<file path="config.mk">
export PLATFORM = sky130hd
export DESIGN_NAME = mult_div_sequencer
export DESIGN_NICKNAME = d
export VERILOG_FILES = /design/src/rtl/mult_div_sequencer_pkg.sv /design/src/rtl/mult_div_sequencer_step_counter.sv /design/src/rtl/mult_div_sequencer.sv
export SDC_FILE = /design/constraint.sdc
export NUM_CORES = 1
export LEC_CHECK = 0
export CORE_MARGIN = 2
export CORE_UTILIZATION = 30
export CTS_CLUSTER_DIAMETER = 50
export DETAILED_ROUTE_END_ITERATION = 8
export PLACE_DENSITY = 0.74
export SYNTH_ARGS = -nofsm -noshare
export SYNTH_HDL_FRONTEND = slang
export SYNTH_SLANG_ARGS = --single-unit
</file>
<file path="constraint.sdc">
create_clock -name clock -period 1.9 [get_ports clock]
set_input_delay 0.38 -clock clock [delete_from_list [all_inputs] [get_ports clock]]
set_output_delay 0.38 -clock clock [all_outputs]
set_load 0.05 [all_outputs]
</file>
<file path="src/rtl/mult_div_sequencer_pkg.sv">
// mult_div_sequencer_pkg: shared state encodings and op/HI-LO select constants
package mult_div_sequencer_pkg;
  typedef enum logic [2:0] {ST_IDLE, ST_LOAD, ST_RUN, ST_WRITE, ST_DZERO} state_t;
  localparam logic OP_MULT = 1'b0;
  localparam logic OP_DIV = 1'b1;
  localparam logic HILO_SEL_MULT = 1'b0;
  localparam logic HILO_SEL_DIV = 1'b1;
endpackage

</file>
<file path="src/rtl/mult_div_sequencer_step_counter.sv">
// mult_div_sequencer_step_counter: loadable down-counter that saturates at zero
module mult_div_sequencer_step_counter #(
  parameter int CNT_W = 6
) (
  input  logic             clock,
  input  logic             reset,
  input  logic             load,
  input  logic             dec,
  input  logic [CNT_W-1:0] load_val,
  output logic             zero
);
  logic [CNT_W-1:0] cnt;
  always_ff @(posedge clock)
    if (reset) cnt <= '0;
    else if (load) cnt <= load_val;
    else if (dec && !zero) cnt <= cnt - CNT_W'(1);
  assign zero = cnt == '0;
endmodule

</file>
<file path="src/rtl/mult_div_sequencer.sv">
// mult_div_sequencer: sequences load, WIDTH step cycles and HI/LO write for the iterative mult/div
module mult_div_sequencer
  import mult_div_sequencer_pkg::*;
#(
  parameter int WIDTH = 32,
  parameter int CNT_W = 6
) (
  input  logic             clock,
  input  logic             reset,
  input  logic             start,
  input  logic             op,
  input  logic [WIDTH-1:0] operand_b,
  input  logic             flush,
  output logic             busy,
  output logic             done,
  output logic             div_zero,
  output logic             load,
  output logic             mult_step,
  output logic             div_step,
  output logic             hi_write,
  output logic             lo_write,
  output logic             hilo_sel
);
  state_t state, state_n;
  logic op_q, cnt_zero, accept, dz;
  assign accept = state == ST_IDLE && start && !flush;
  assign dz = op == OP_DIV && operand_b == '0;
  mult_div_sequencer_step_counter #(.CNT_W(CNT_W)) u_cnt (
    .clock(clock),
    .reset(reset),
    .load(state == ST_LOAD),
    .dec(state == ST_RUN),
    .load_val(CNT_W'(WIDTH - 1)),
    .zero(cnt_zero)
  );
  always_ff @(posedge clock)
    if (reset) begin
      state <= ST_IDLE;
      op_q <= OP_MULT;
    end else begin
      state <= state_n;
      if (accept && !dz) op_q <= op;
    end
  always_comb begin
    state_n = state;
    unique case (state)
      ST_IDLE:  state_n = accept ? (dz ? ST_DZERO : ST_LOAD) : ST_IDLE;
      ST_LOAD:  state_n = ST_RUN;
      ST_RUN:   state_n = cnt_zero ? ST_WRITE : ST_RUN;
      ST_WRITE: state_n = ST_IDLE;
      ST_DZERO: state_n = ST_IDLE;
      default:  state_n = ST_IDLE;
    endcase
    if (flush) state_n = ST_IDLE;
  end
  assign busy = state != ST_IDLE;
  assign done = state == ST_WRITE;
  assign div_zero = state == ST_DZERO;
  assign load = state == ST_LOAD;
  assign mult_step = state == ST_RUN && op_q == OP_MULT;
  assign div_step = state == ST_RUN && op_q == OP_DIV;
  assign hi_write = state == ST_WRITE;
  assign lo_write = state == ST_WRITE;
  assign hilo_sel = op_q == OP_DIV ? HILO_SEL_DIV : HILO_SEL_MULT;
endmodule
</file>
==> results of run 1 <==
==> sequential cells by signal (all words and copies together) (netlist names) <==
register	cells
op_q	1
state	3
u_cnt.cnt	6
==> power breakdown <==
part	leakage [nW]	internal, mW	switching [mW]	total, mW
logic	0.366	0.0975	0.0569	0.154
registers	0.0817	0.218	0.00907	0.227
clock network	0.0138	0.0729	0.0665	0.139
total	0.462	0.388	0.132	0.520
==> timing repair <==
item                                    4_1_cts  5_1_grt
endpoints found under the setup margin        1        2
pin swaps                                     0        0
gates resized for setup                       1        3
==> worst max-delay path: stages (launching register included) <==
cell and delay, ns:
dfxtp_1 0.36, or3b_1 0.48, nor2_2 0.18, buf_12 0.16
==> worst paths after layout <==
kind                start           end  slack, ns  depth (start not counted)
max              state[2]     mult_step       0.09                          3
min                  op_q          op_q       0.61                          2
min reg2reg          op_q          op_q       0.61                          2
max reg2reg  u_cnt.cnt[0]  u_cnt.cnt[1]       0.10                          6
==> cells in the mapped netlist (2+ instances only) <==
master | count | area [um2]
dfxtp_1 | 10 | 200
nor2_1 | 6 | 22.5
nor4_1 | 6 | 37.5
a21oi_1 | 5 | 25.0
nand2_1 | 5 | 18.8
nor3_1 | 5 | 25.0
inv_1 | 3 | 11.3
nand2b_1 | 3 | 18.8
xor2_1 | 3 | 26.3
buf_4 | 2 | 15.0
clkbuf_1 | 2 | 7.51
nand3_1 | 2 | 10.0
nor3b_1 | 2 | 15.0
nor4b_1 | 2 | 17.5
o2111ai_1 | 2 | 17.5
o211ai_1 | 2 | 15.0
o21ai_0 | 2 | 10.0
xnor2_1 | 2 | 17.5
==> per-layer routing <==
layer / vias to the layer above / wire (um) / track usage / part of all wire
li1: 392 / - / - / -
met1: 347 / 761 / 0.200 / 0.39
met2: 38 / 976 / 0.289 / 0.51
met3: 4 / 159 / 0.0515 / 0.082
met4: 0 / 32 / 0.0833 / 0.017
met5: - / 0 / 0 / 0
==> cell usage in the layout, fill, tap and decap left out, types with 2 or more instances in the layout <==
master / synthesis / routed
nor4b_1: 2 / 2
nand2_1: 5 / 5
o21ai_0: 2 / 2
o2111ai_1: 2 / 2
nor2_1: 6 / 5
buf_4: 2 / 9
xor2_1: 3 / 3
clkdlybuf4s50_1: 0 / 36
xnor2_1: 2 / 2
nand2b_1: 3 / 3
o211ai_1: 2 / 2
nand3_1: 2 / 2
nor4_1: 6 / 6
a21oi_1: 5 / 5
inv_1: 3 / 3
nor3b_2: 1 / 2
nor3_1: 5 / 5
clkbuf_4: 0 / 3
dfxtp_1: 10 / 9
buf_12: 0 / 7
==> per-stage QoR <==
| stage | worst slack, ns | power, mW | instance area [um2] | hold slack, ns | utilization |
|---|---|---|---|---|---|
| 2_1_floorplan | -0.00182 | 0.282 | 641 | 0.458 | - |
| 6_report | 0.0884 | 0.520 | 1260 | 0.611 | 0.634 |
| 5_1_grt | 0.00878 | 0.554 | 1260 | 0.648 | 0.634 |
| 4_1_cts | 0.0344 | 0.522 | 1240 | 0.609 | 0.628 |
| 3_3_place_gp | -0.0320 | 0.377 | 1220 | 0.571 | 0.616 |
| 3_5_place_dp | -0.0820 | 0.380 | 1220 | 0.587 | 0.616 |
==> area by class of cell <==
class                      instances  area share
clock buffer                       3      0.0179
inverter                           3     0.00896
multi-input combinational         61       0.334
sequential                        10       0.160
tap                               27      0.0269
timing repair buffer              52       0.452
==> logic make-up (layout without fill, tap and decap cells) <==
family                   count (synthesis)  after routing  synth area share
AND/OR/NAND/NOR                         40             40             0.380
adder cells (fa/ha/maj)                  1              1            0.0197
buffers and inverters                    7             58            0.0531
XOR/XNOR                                 5              5            0.0689
AO/OA/AOI/OAI                           14             14             0.146
flip-flops                              10             10             0.315
multiplexers                             1              1            0.0177
==> results_dict.tcl, run 1 <==
set metrics [dict create \
    htreeDepth 1 \
    start_util 0.321 \
    rows 16 \
    status "complete, no violations" \
    grt_pass1_wl_um 3280 \
    cts_buffer_depth 2 \
    grt-ovfl-total 0 \
    viasPerCell 5.01 \
    syn_to_final_growth_pct 97.8 \
    die_w_um 50.0 \
    syn_inst 78 \
    syn_avg_cell_area_um2 8.15 \
    async_reset_ff_frac 0 \
    p_leak_nw 0.462 \
    hold_violations 0 \
    setup_viol 0 \
    dp.cells 153 \
    cts.sinks 10 \
    path_class "reg -> out" \
    core_um2 1980 \
    vdd_ir_drop_max_mv 0.238 \
    clock_skew_ns 0.00207 \
    syn_nets 116 \
    cts_inserted_buffers 3 \
    drt_iter0_markers 2 \
    wire_per_inst_um 12.4 \
    grt_setup_unrepaired "false" \
    yosys_register_bits 10 \
    ctsHoldBuffers 0 \
    clock.fmax_mhz 552 \
    min_path_type "reg -> reg" \
    die-area_um2 2500 \
    firstDrtPassIters 4 \
    synth_top_flop_cell "dfxtp_1" \
    critPathLaunchType "flip-flop" \
    antenna_found_initial 0 \
    finalCritPeriodShare 0.953 \
    grt_usage 0.174 \
    synth_cell_type_count 32 \
    report.final.slew_viol_count 0 \
    grt_pass1_vias 796 \
    ys_seq_area_frac 0.315 \
    final_cells 156 \
    grt_max_degree 8 \
    maxCapViolCount 0 \
    ant_nets 0 \
    ioPinCount 46 \
    cp_data_required_time_ns 1.52 \
    arrival_ns 1.43 \
    synth_edf_count 0 \
    via_count 781 \
    postRouteWirelength_um 1930 \
    die_h_um 50.0 \
    period_minus_slack_ns 1.81 \
    slew_headroom 0.762 \
    seq_area_um2 201 \
    drc 0 \
    critPathCaptureType "primary output" \
    p_per_area_nw_per_um2 414 \
    drive_gt1_frac 0.209 \
    syn_area_um2 636 \
    fill_cells 163 \
    root_buffer "clkbuf_4" \
    cts_setup_buffers 0 \
    multi_input_area_um2 420 \
    dpl.hpwl_um 1660 \
    nNetsFinal 169 \
    ys_warn_count 0 \
    clk_pin_slew_ns 0.06 \
    cp_max_fo 7 \
    finalSetupTns_ns 0 \
    n_antenna_cell 0 \
    place_congestion 0.757 \
    cts_tree "done" \
    io_buffers 45 \
    worstMarginPinSlew_ns 0.348 \
    clock_latency_ns 0.26 \
]
No activity file was read; power rests on OpenSTA's default activity.
==> run 2: changes to the inputs <==
--- a/config.mk
+++ b/config.mk
@@ -5,6 +5,7 @@
 export SDC_FILE = /design/constraint.sdc
 export NUM_CORES = 1
 export LEC_CHECK = 0
+export CAP_MARGIN = 25
 export CORE_MARGIN = 2
 export CORE_UTILIZATION = 30
 export CTS_CLUSTER_DIAMETER = 50
==> results of run 2 <==
Final layout, timing and power as in run 1 (identical DEF).
==> run 3: changes to the inputs <==
--- a/config.mk
+++ b/config.mk
@@ -10,7 +10,9 @@
 export CORE_UTILIZATION = 30
 export CTS_CLUSTER_DIAMETER = 50
 export DETAILED_ROUTE_END_ITERATION = 8
+export GPL_ROUTABILITY_DRIVEN = 0
 export PLACE_DENSITY = 0.74
+export SLEW_MARGIN = 15
 export SYNTH_ARGS = -nofsm -noshare
 export SYNTH_HDL_FRONTEND = slang
 export SYNTH_SLANG_ARGS = --single-unit
==> results of run 3 <==
Final layout, timing and power as in run 1 (identical DEF).
